===== config.mk =====
export PLATFORM = sky130hd
export DESIGN_NAME = mc_run_controller
export DESIGN_NICKNAME = d
export VERILOG_FILES = /design/src/rtl/mc_pkg.sv /design/src/rtl/mc_rule_checker.sv /design/src/rtl/mc_run_controller.sv
export SDC_FILE = /design/constraint.sdc
export NUM_CORES = 1
export LEC_CHECK = 0
export CAP_MARGIN = 10
export CORE_UTILIZATION = 35
export CTS_CLUSTER_SIZE = 30
export DETAILED_ROUTE_END_ITERATION = 6
export GPL_TIMING_DRIVEN = 0
export PLACE_DENSITY = 0.61
export SLEW_MARGIN = 20
export SYNTH_ARGS = -nofsm -noshare
export SYNTH_HDL_FRONTEND = slang
export SYNTH_SLANG_ARGS = --single-unit

===== constraint.sdc =====
create_clock -name clk -period 2.3 [get_ports clk]
set_input_delay 0.46 -clock clk [delete_from_list [all_inputs] [get_ports clk]]
set_output_delay 0.46 -clock clk [all_outputs]
set_load 0.05 [all_outputs]

===== src/rtl/mc_pkg.sv =====
// rtl/mc_pkg.sv - shared constants for the missionaries/cannibals run controller
//
// Contents:
//   ctrl_state_e   3-bit controller state encoding (IDLE..FAULT)
//   FC_*           2-bit fault codes
//   ENG_*          4-bit engine state constants IDLE..S12
//   TOTAL          missionaries (and cannibals) per puzzle
package mc_pkg;

    typedef enum logic [2:0] {
        ST_IDLE      = 3'd0,
        ST_ARMED     = 3'd1,
        ST_RUN       = 3'd2,
        ST_PAUSED    = 3'd3,
        ST_STEP_WAIT = 3'd4,
        ST_CHECK     = 3'd5,
        ST_DONE      = 3'd6,
        ST_FAULT     = 3'd7
    } ctrl_state_e;

    localparam logic [1:0] FC_NONE         = 2'd0;
    localparam logic [1:0] FC_CONSERVATION = 2'd1;
    localparam logic [1:0] FC_UNSAFE       = 2'd2;
    localparam logic [1:0] FC_SEQUENCE     = 2'd3;

    localparam logic [3:0] ENG_IDLE = 4'd0;
    localparam logic [3:0] ENG_S1   = 4'd1;
    localparam logic [3:0] ENG_S2   = 4'd2;
    localparam logic [3:0] ENG_S3   = 4'd3;
    localparam logic [3:0] ENG_S4   = 4'd4;
    localparam logic [3:0] ENG_S5   = 4'd5;
    localparam logic [3:0] ENG_S6   = 4'd6;
    localparam logic [3:0] ENG_S7   = 4'd7;
    localparam logic [3:0] ENG_S8   = 4'd8;
    localparam logic [3:0] ENG_S9   = 4'd9;
    localparam logic [3:0] ENG_S10  = 4'd10;
    localparam logic [3:0] ENG_S11  = 4'd11;
    localparam logic [3:0] ENG_S12  = 4'd12;

    localparam int unsigned TOTAL = 3;

endpackage


===== src/rtl/mc_rule_checker.sv =====
// rtl/mc_rule_checker.sv - combinational puzzle rule check for one engine move
//
// Ports:
//   m_left, c_left, m_right, c_right  bank counts after the move
//   boat, boat_prev                   boat side after / before the move
//   valid, done                       engine valid_state / solution_complete
//   step_num                          1-based number of the move just made
//   pass                              1 when no rule is broken
//   code                              first failing rule (FC_* priority order)
module mc_rule_checker
    import mc_pkg::*;
#(
    parameter int unsigned MOVES = 12
) (
    input  logic [2:0] m_left,
    input  logic [2:0] c_left,
    input  logic [2:0] m_right,
    input  logic [2:0] c_right,
    input  logic       boat,
    input  logic       boat_prev,
    input  logic       valid,
    input  logic       done,
    input  logic [3:0] step_num,
    output logic       pass,
    output logic [1:0] code
);

    logic [3:0] m_sum;
    logic [3:0] c_sum;
    logic       first_move;
    logic       last_move;
    logic       boat_bad;
    logic       cons_bad;
    logic       unsafe_bad;
    logic       seq_bad;

    assign m_sum = {1'b0, m_left} + {1'b0, m_right};
    assign c_sum = {1'b0, c_left} + {1'b0, c_right};

    assign first_move = (step_num == 4'd1);
    assign last_move  = (step_num == 4'(MOVES));

    // Leaving engine IDLE loads the boat without crossing; every later move crosses.
    assign boat_bad = first_move ? (boat != boat_prev) : (boat == boat_prev);

    assign cons_bad   = (m_sum != 4'(TOTAL)) || (c_sum != 4'(TOTAL));
    assign unsafe_bad = ((m_left != 3'd0) && (m_left < c_left)) ||
                        ((m_right != 3'd0) && (m_right < c_right));
    assign seq_bad    = !valid || boat_bad || (done && !last_move) || (last_move && !done);

    always_comb begin
        code = FC_NONE;
        if (cons_bad) begin
            code = FC_CONSERVATION;
        end else if (unsafe_bad) begin
            code = FC_UNSAFE;
        end else if (seq_bad) begin
            code = FC_SEQUENCE;
        end
    end

    assign pass = (code == FC_NONE);

endmodule


===== src/rtl/mc_run_controller.sv =====
// rtl/mc_run_controller.sv - run sequencer and move checker for the puzzle engine
//
// Optional feature macro: MC_AUTO_LOOP_EN (DONE auto-restarts after HOLD_TICKS ticks)
//
// Ports:
//   clk, reset                      clock, asynchronous active-high reset
//   btn_start/step/pause/restart    one-cycle debounced button pulses
//   mode_auto                       1 = tick-paced run, 0 = manual step (sampled at start)
//   eng_m_left..eng_c_right         engine bank counts
//   eng_boat, eng_done, eng_valid   engine boat side, solution_complete, valid_state
//   eng_reset, eng_start            engine reset / start pulses
//   eng_step_en                     one-cycle move enable to the engine
//   ctrl_state                      current controller state encoding
//   step_count                      moves issued in this run
//   fault, fault_code               sticky fault flag and first failing rule
//   busy                            run in progress (ARMED..CHECK)
module mc_run_controller
    import mc_pkg::*;
#(
    parameter int unsigned TICK_DIV   = 50000000,
    parameter int unsigned CNT_W      = 26,
    parameter int unsigned MOVES      = 12,
    parameter int unsigned HOLD_TICKS = 4
) (
    input  logic       clk,
    input  logic       reset,
    input  logic       btn_start,
    input  logic       btn_step,
    input  logic       btn_pause,
    input  logic       btn_restart,
    input  logic       mode_auto,
    input  logic [2:0] eng_m_left,
    input  logic [2:0] eng_c_left,
    input  logic [2:0] eng_m_right,
    input  logic [2:0] eng_c_right,
    input  logic       eng_boat,
    input  logic       eng_done,
    input  logic       eng_valid,
    output logic       eng_reset,
    output logic       eng_start,
    output logic       eng_step_en,
    output logic [2:0] ctrl_state,
    output logic [3:0] step_count,
    output logic       fault,
    output logic [1:0] fault_code,
    output logic       busy
);

    ctrl_state_e      state;
    logic [CNT_W-1:0] tick_cnt;
    logic             tick_wrap;
    logic             mode_lat;
    logic             boat_prev;
    logic             restart_ok;
    logic             chk_pass;
    logic [1:0]       chk_code;
    logic [3:0]       step_num;

`ifdef MC_AUTO_LOOP_EN
    logic [7:0]       hold_cnt;
    logic             relaunch;
`else
    logic             unused_hold;
    assign unused_hold = (HOLD_TICKS != 0);
`endif

    assign tick_wrap  = (tick_cnt == CNT_W'(TICK_DIV - 1));
    assign restart_ok = btn_restart && (state != ST_IDLE);
    assign step_num   = step_count + 4'd1;

    // The move enable is decoded in the same cycle as the triggering event so the
    // engine advances on that edge and CHECK (next cycle) sees the post-move state.
    assign eng_step_en = !btn_restart &&
                         (((state == ST_RUN) && !btn_pause && tick_wrap) ||
                          ((state == ST_STEP_WAIT) && btn_step));

    assign ctrl_state = state;
    assign busy       = (state == ST_ARMED) || (state == ST_RUN) || (state == ST_PAUSED) ||
                        (state == ST_STEP_WAIT) || (state == ST_CHECK);

    mc_rule_checker #(
        .MOVES(MOVES)
    ) u_rule_checker (
        .m_left   (eng_m_left),
        .c_left   (eng_c_left),
        .m_right  (eng_m_right),
        .c_right  (eng_c_right),
        .boat     (eng_boat),
        .boat_prev(boat_prev),
        .valid    (eng_valid),
        .done     (eng_done),
        .step_num (step_num),
        .pass     (chk_pass),
        .code     (chk_code)
    );

    always_ff @(posedge clk or posedge reset) begin
        if (reset) begin
            state      <= ST_IDLE;
            tick_cnt   <= '0;
            mode_lat   <= 1'b0;
            boat_prev  <= 1'b0;
            eng_reset  <= 1'b1;
            eng_start  <= 1'b0;
            step_count <= 4'd0;
            fault      <= 1'b0;
            fault_code <= FC_NONE;
`ifdef MC_AUTO_LOOP_EN
            hold_cnt   <= 8'd0;
            relaunch   <= 1'b0;
`endif
        end else begin
            eng_reset <= 1'b0;
            eng_start <= 1'b0;

            // Boat side before the move, for the toggle rule.
            if (eng_step_en) begin
                boat_prev <= eng_boat;
            end

            if (restart_ok) begin
                eng_reset  <= 1'b1;
                fault      <= 1'b0;
                fault_code <= FC_NONE;
                step_count <= 4'd0;
                tick_cnt   <= '0;
                state      <= ST_IDLE;
`ifdef MC_AUTO_LOOP_EN
                hold_cnt   <= 8'd0;
                relaunch   <= 1'b0;
`endif
            end else begin
                case (state)
                    ST_IDLE: begin
`ifdef MC_AUTO_LOOP_EN
                        // Internal restart keeps the previously latched mode.
                        if (relaunch) begin
                            relaunch   <= 1'b0;
                            eng_start  <= 1'b1;
                            step_count <= 4'd0;
                            tick_cnt   <= '0;
                            state      <= ST_ARMED;
                        end else
`endif
                        if (btn_start) begin
                            eng_start  <= 1'b1;
                            step_count <= 4'd0;
                            mode_lat   <= mode_auto;
                            tick_cnt   <= '0;
                            state      <= ST_ARMED;
                        end
                    end
                    ST_ARMED: begin
                        state <= mode_lat ? ST_RUN : ST_STEP_WAIT;
                    end
                    ST_RUN: begin
                        if (btn_pause) begin
                            state <= ST_PAUSED;
                        end else if (tick_wrap) begin
                            tick_cnt <= '0;
                            state    <= ST_CHECK;
                        end else begin
                            tick_cnt <= tick_cnt + CNT_W'(1);
                        end
                    end
                    ST_PAUSED: begin
                        if (btn_pause) begin
                            state <= ST_RUN;
                        end
                    end
                    ST_STEP_WAIT: begin
                        if (btn_step) begin
                            state <= ST_CHECK;
                        end
                    end
                    ST_CHECK: begin
                        step_count <= step_num;
                        tick_cnt   <= '0;
                        if (!chk_pass) begin
                            fault      <= 1'b1;
                            fault_code <= chk_code;
                            state      <= ST_FAULT;
                        end else if (eng_done) begin
                            state <= ST_DONE;
                        end else begin
                            state <= mode_lat ? ST_RUN : ST_STEP_WAIT;
                        end
                    end
                    ST_DONE: begin
`ifdef MC_AUTO_LOOP_EN
                        if (tick_wrap) begin
                            tick_cnt <= '0;
                            if (hold_cnt == 8'(HOLD_TICKS - 1)) begin
                                hold_cnt   <= 8'd0;
                                eng_reset  <= 1'b1;
                                step_count <= 4'd0;
                                relaunch   <= 1'b1;
                                state      <= ST_IDLE;
                            end else begin
                                hold_cnt <= hold_cnt + 8'd1;
                            end
                        end else begin
                            tick_cnt <= tick_cnt + CNT_W'(1);
                        end
`endif
                    end
                    ST_FAULT: begin
                    end
                    default: begin
                        state <= ST_IDLE;
                    end
                endcase
            end
        end
    end

endmodule


==> results.yml <==
outcome:
  status: "finished with violations"
  violations: "setup timing"
timing:
  maxSlewViolCount: 0
  hold_violations: 0
  setup-violations-final: 2
  slew_headroom: 0.651
  setup_slack_ns: -0.532
  fmax_ghz: 0.353
  worstMarginPinSlew_ns: 0.524
  fin_worst_skew_ns: 0.0121
  rsz0062_at_grt: "true"
  tns_ns: -0.674
  fin_crit_sh: 1.23
  period_needed_ns: 2.83
synth:
  synthAdderAreaFrac: 0.0758
  syn_avg_cell_area_um2: 8.89
  synth_compound_area_frac: 0.146
  ys_types: 53
  ys_seq_area_frac: 0.375
  muxShareOfSynthArea: 0.0285
  yosys.area_share.simple: 0.268
  synth_top_family_by_area: "simple AND/OR/NAND/NOR gates"
  dominantRegCellSynth: "dfrtp_1"
  synth-xor-area-share: 0.0688
  ys_seq_elements: 40
  netlist_instances: 301
  synth_warnings: 0
  synth_edf_count: 0
  syn-num-nets: 338
  ys_async_sr_fraction: 1.00
  netlist_area_um2: 2680
worst_setup_path:
  crit_buf_inv: 1
  arrival_ns: 2.37
  cp_max_fo: 5
  critPathMaxStageDelay_ns: 0.45
  cp_cell_sequence: "nor4b_2, nand3_1, nor4_4, or3b_4, a211oi_4, buf_6"
  crit_type: "flop to output port"
  start_kind: "flop"
  critical_path.top_delay_family: "simple AND/OR/NAND/NOR gates"
  worstPathRequired_ns: 1.84
  slowest_stage: "dfrtp_1"
  endpoint_kind: "output port"
placement:
  port_buffers: 34
  dp_slack_ns: -1.11
  gp_congestion: 0.777
  dp_hpwl_um: 4600
global_route:
  grt_max_degree: 32
  grt_pass1_vias: 2260
  antenna_found_initial: 0
  grt_use_total: 0.171
  grt.overflow.total: 0
  grt_pass1_wl_um: 10600
floorplan:
  initial_utilization: 0.365
  die-area_um2: 8000
  die_height_um: 89.4
  core-area_um2: 7330
  rows: 31
  die_w_um: 89.4
  ioPinCount: 36
detailed_routing:
  firstDrtPassIters: 4
  vias: 2388
  antenna_left: 0
  wl_per_cell_um: 13.8
  via_per_inst: 5.25
  drtIter0Drc: 115
  routed_wl_um: 6280
  drcViolationCount: 0
cts:
  clkTransAtPathRegs_ns: 0.09
  cts_root_buffer: "clkbuf_8"
  holdBufCountCts: 0
  clk_path_buf_depth: 2
  clock_latency_ns: 0.30
  h-tree-depth: 2
  cts_tree: "done"
  cts.sink_count: 40
  cts_buffers: 5
power:
  vdd_ir_drop_max_uv: 291
  powerDensity_nw_per_um2: 837
  p_total_mw: 2.94
  p_leak_nw: 1.47
hold_path:
  hold_class: "input port to async pin"
final_layout:
  drive_gt1_frac: 0.194
  nets: 392
  n_antenna_cell: 0
  synthToLayoutAreaGrowth_pct: 31.2
run:
  cap_violations: 0
==> layer usage <==
layer	part of all wire	vias to the layer above	global-route usage
met5	0	-	0
met1	0.50	1167	0.239
met4	0.012	0	0.0519
met2	0.46	31	0.274
met3	0.028	6	0.0259
li1	-	1184	-
==> layout make-up <==
class / instances / area [um2]
Buffer: 10 / 46.3
Clock buffer: 6 / 82.6
Clock inverter: 2 / 38.8
Fill cell: 676 / 3820
Inverter: 17 / 63.8
Multi-Input combinational cell: 234 / 1700
Sequential cell: 40 / 1010
Tap cell: 99 / 124
Timing Repair Buffer: 47 / 454
==> power by group <==
| part | switching, mW | leakage [nW] | internal (mW) |
|---|---|---|---|
| Clock | 0.266 | 0.0614 | 0.355 |
| Combinational | 0.940 | 0.862 | 0.516 |
| Sequential | 0.0709 | 0.542 | 0.791 |
| Total | 1.28 | 1.47 | 1.66 |
==> synth_stat cells (2+ instances only) <==
| master | count | area share |
|---|---|---|
| a31oi_1 | 2 | 0.0047 |
| o32a_1 | 2 | 0.0075 |
| nand2_1 | 18 | 0.025 |
| a22o_1 | 3 | 0.0098 |
| and2_1 | 4 | 0.0094 |
| dfrtp_1 | 39 | 0.36 |
| nand2b_1 | 4 | 0.0094 |
| nor2_1 | 35 | 0.049 |
| a2111oi_2 | 2 | 0.011 |
| o21ai_0 | 18 | 0.034 |
| nand3_1 | 17 | 0.032 |
| xor2_1 | 11 | 0.036 |
| mux2_2 | 4 | 0.017 |
| inv_1 | 17 | 0.024 |
| nand4_1 | 9 | 0.021 |
| xnor2_1 | 10 | 0.033 |
| and4_1 | 2 | 0.0065 |
| o31ai_1 | 2 | 0.0056 |
| o2bb2ai_1 | 2 | 0.0065 |
| and3_1 | 4 | 0.0094 |
| clkbuf_1 | 9 | 0.013 |
| or2_2 | 3 | 0.0070 |
| fa_1 | 2 | 0.015 |
| mux2i_1 | 2 | 0.0075 |
| a21oi_1 | 17 | 0.032 |
| a2bb2oi_1 | 3 | 0.0098 |
| nor3_1 | 12 | 0.022 |
| nor4b_1 | 2 | 0.0065 |
| nor4_1 | 4 | 0.0094 |
| ha_1 | 13 | 0.061 |
| nand3b_1 | 4 | 0.011 |
| nor2b_1 | 4 | 0.0094 |
==> cells by family (layout without fill, tap and decap cells) <==
family                     count (synthesis)  count (layout)
buffers and inverters                     27              82
adders and majority gates                 15              15
DFF                                       40              40
muxes                                      7               7
xor gates and xnor gates                  21              21
and+or+nand+nor                          132             132
AOI/OAI and AO/OA                         59              59
==> path summary, 6_finish.rpt <==
path / startpoint / end / slack [ns] / depth (start not counted)
setup / recovery: tick_cnt[9] / eng_step_en / -0.53 / 6
min in group clk: fault_code[0] / fault_code[0] / 0.54 / 2
hold / removal: reset / step_count[0] / 0.40 / 2
hold reg to reg: fault_code[0] / fault_code[0] / 0.54 / 2
max in group asynchronous: reset / ctrl_state[0] / 1.44 / 3
setup reg to reg: tick_cnt[9] / boat_prev / -0.14 / 7
==> cells in the final DEF (no fill, tap or decap), types with 4 or more instances in the layout <==
cell / n
a21oi_1: 15
and2_1: 4
buf_4: 12
clkbuf_2: 6
clkbuf_8: 6
clkdlybuf4s50_1: 29
dfrtp_1: 36
ha_1: 10
inv_1: 16
mux2_2: 4
nand2_1: 18
nand2b_1: 4
nand3_1: 16
nand3b_1: 4
nand4_1: 9
nor2_1: 33
nor2b_1: 4
nor3_1: 9
nor4_1: 4
o21ai_0: 16
xnor2_1: 10
xor2_1: 11
==> through the flow <==
stage	utilization	area [um2]	std cells	hold WS, ns
after floorplan	-	2700	301	0.480
after global placement	0.431	3160	434	0.492
after detailed placement	0.434	3180	435	0.500
after CTS	0.466	3410	450	0.403
after global routing	0.479	3510	455	0.458
final	0.479	3510	455	0.404
==> sequential cells by signal (all words and copies together), names as in the netlist, 2 cells and up <==
register,cells
ctrl_state,3
fault_code,2
step_count,4
tick_cnt,26
==> worst register-to-register path: stages, from the launching register on <==
cell,delay [ns]
dfrtp_1,0.45
nor4b_2,0.26
nand3_1,0.16
nor4_4,0.28
or3b_4,0.43
a211oi_4,0.28
buf_4,0.16
mux2_4,0.29
==> timing repair <==
item                       in CTS  in global routing
setup endpoints to repair      26                 28
pin swaps                       4                  8
setup buffers                   7                  5
gates resized for setup        21                 24
Note: power is estimated with default switching activity, not from simulation.
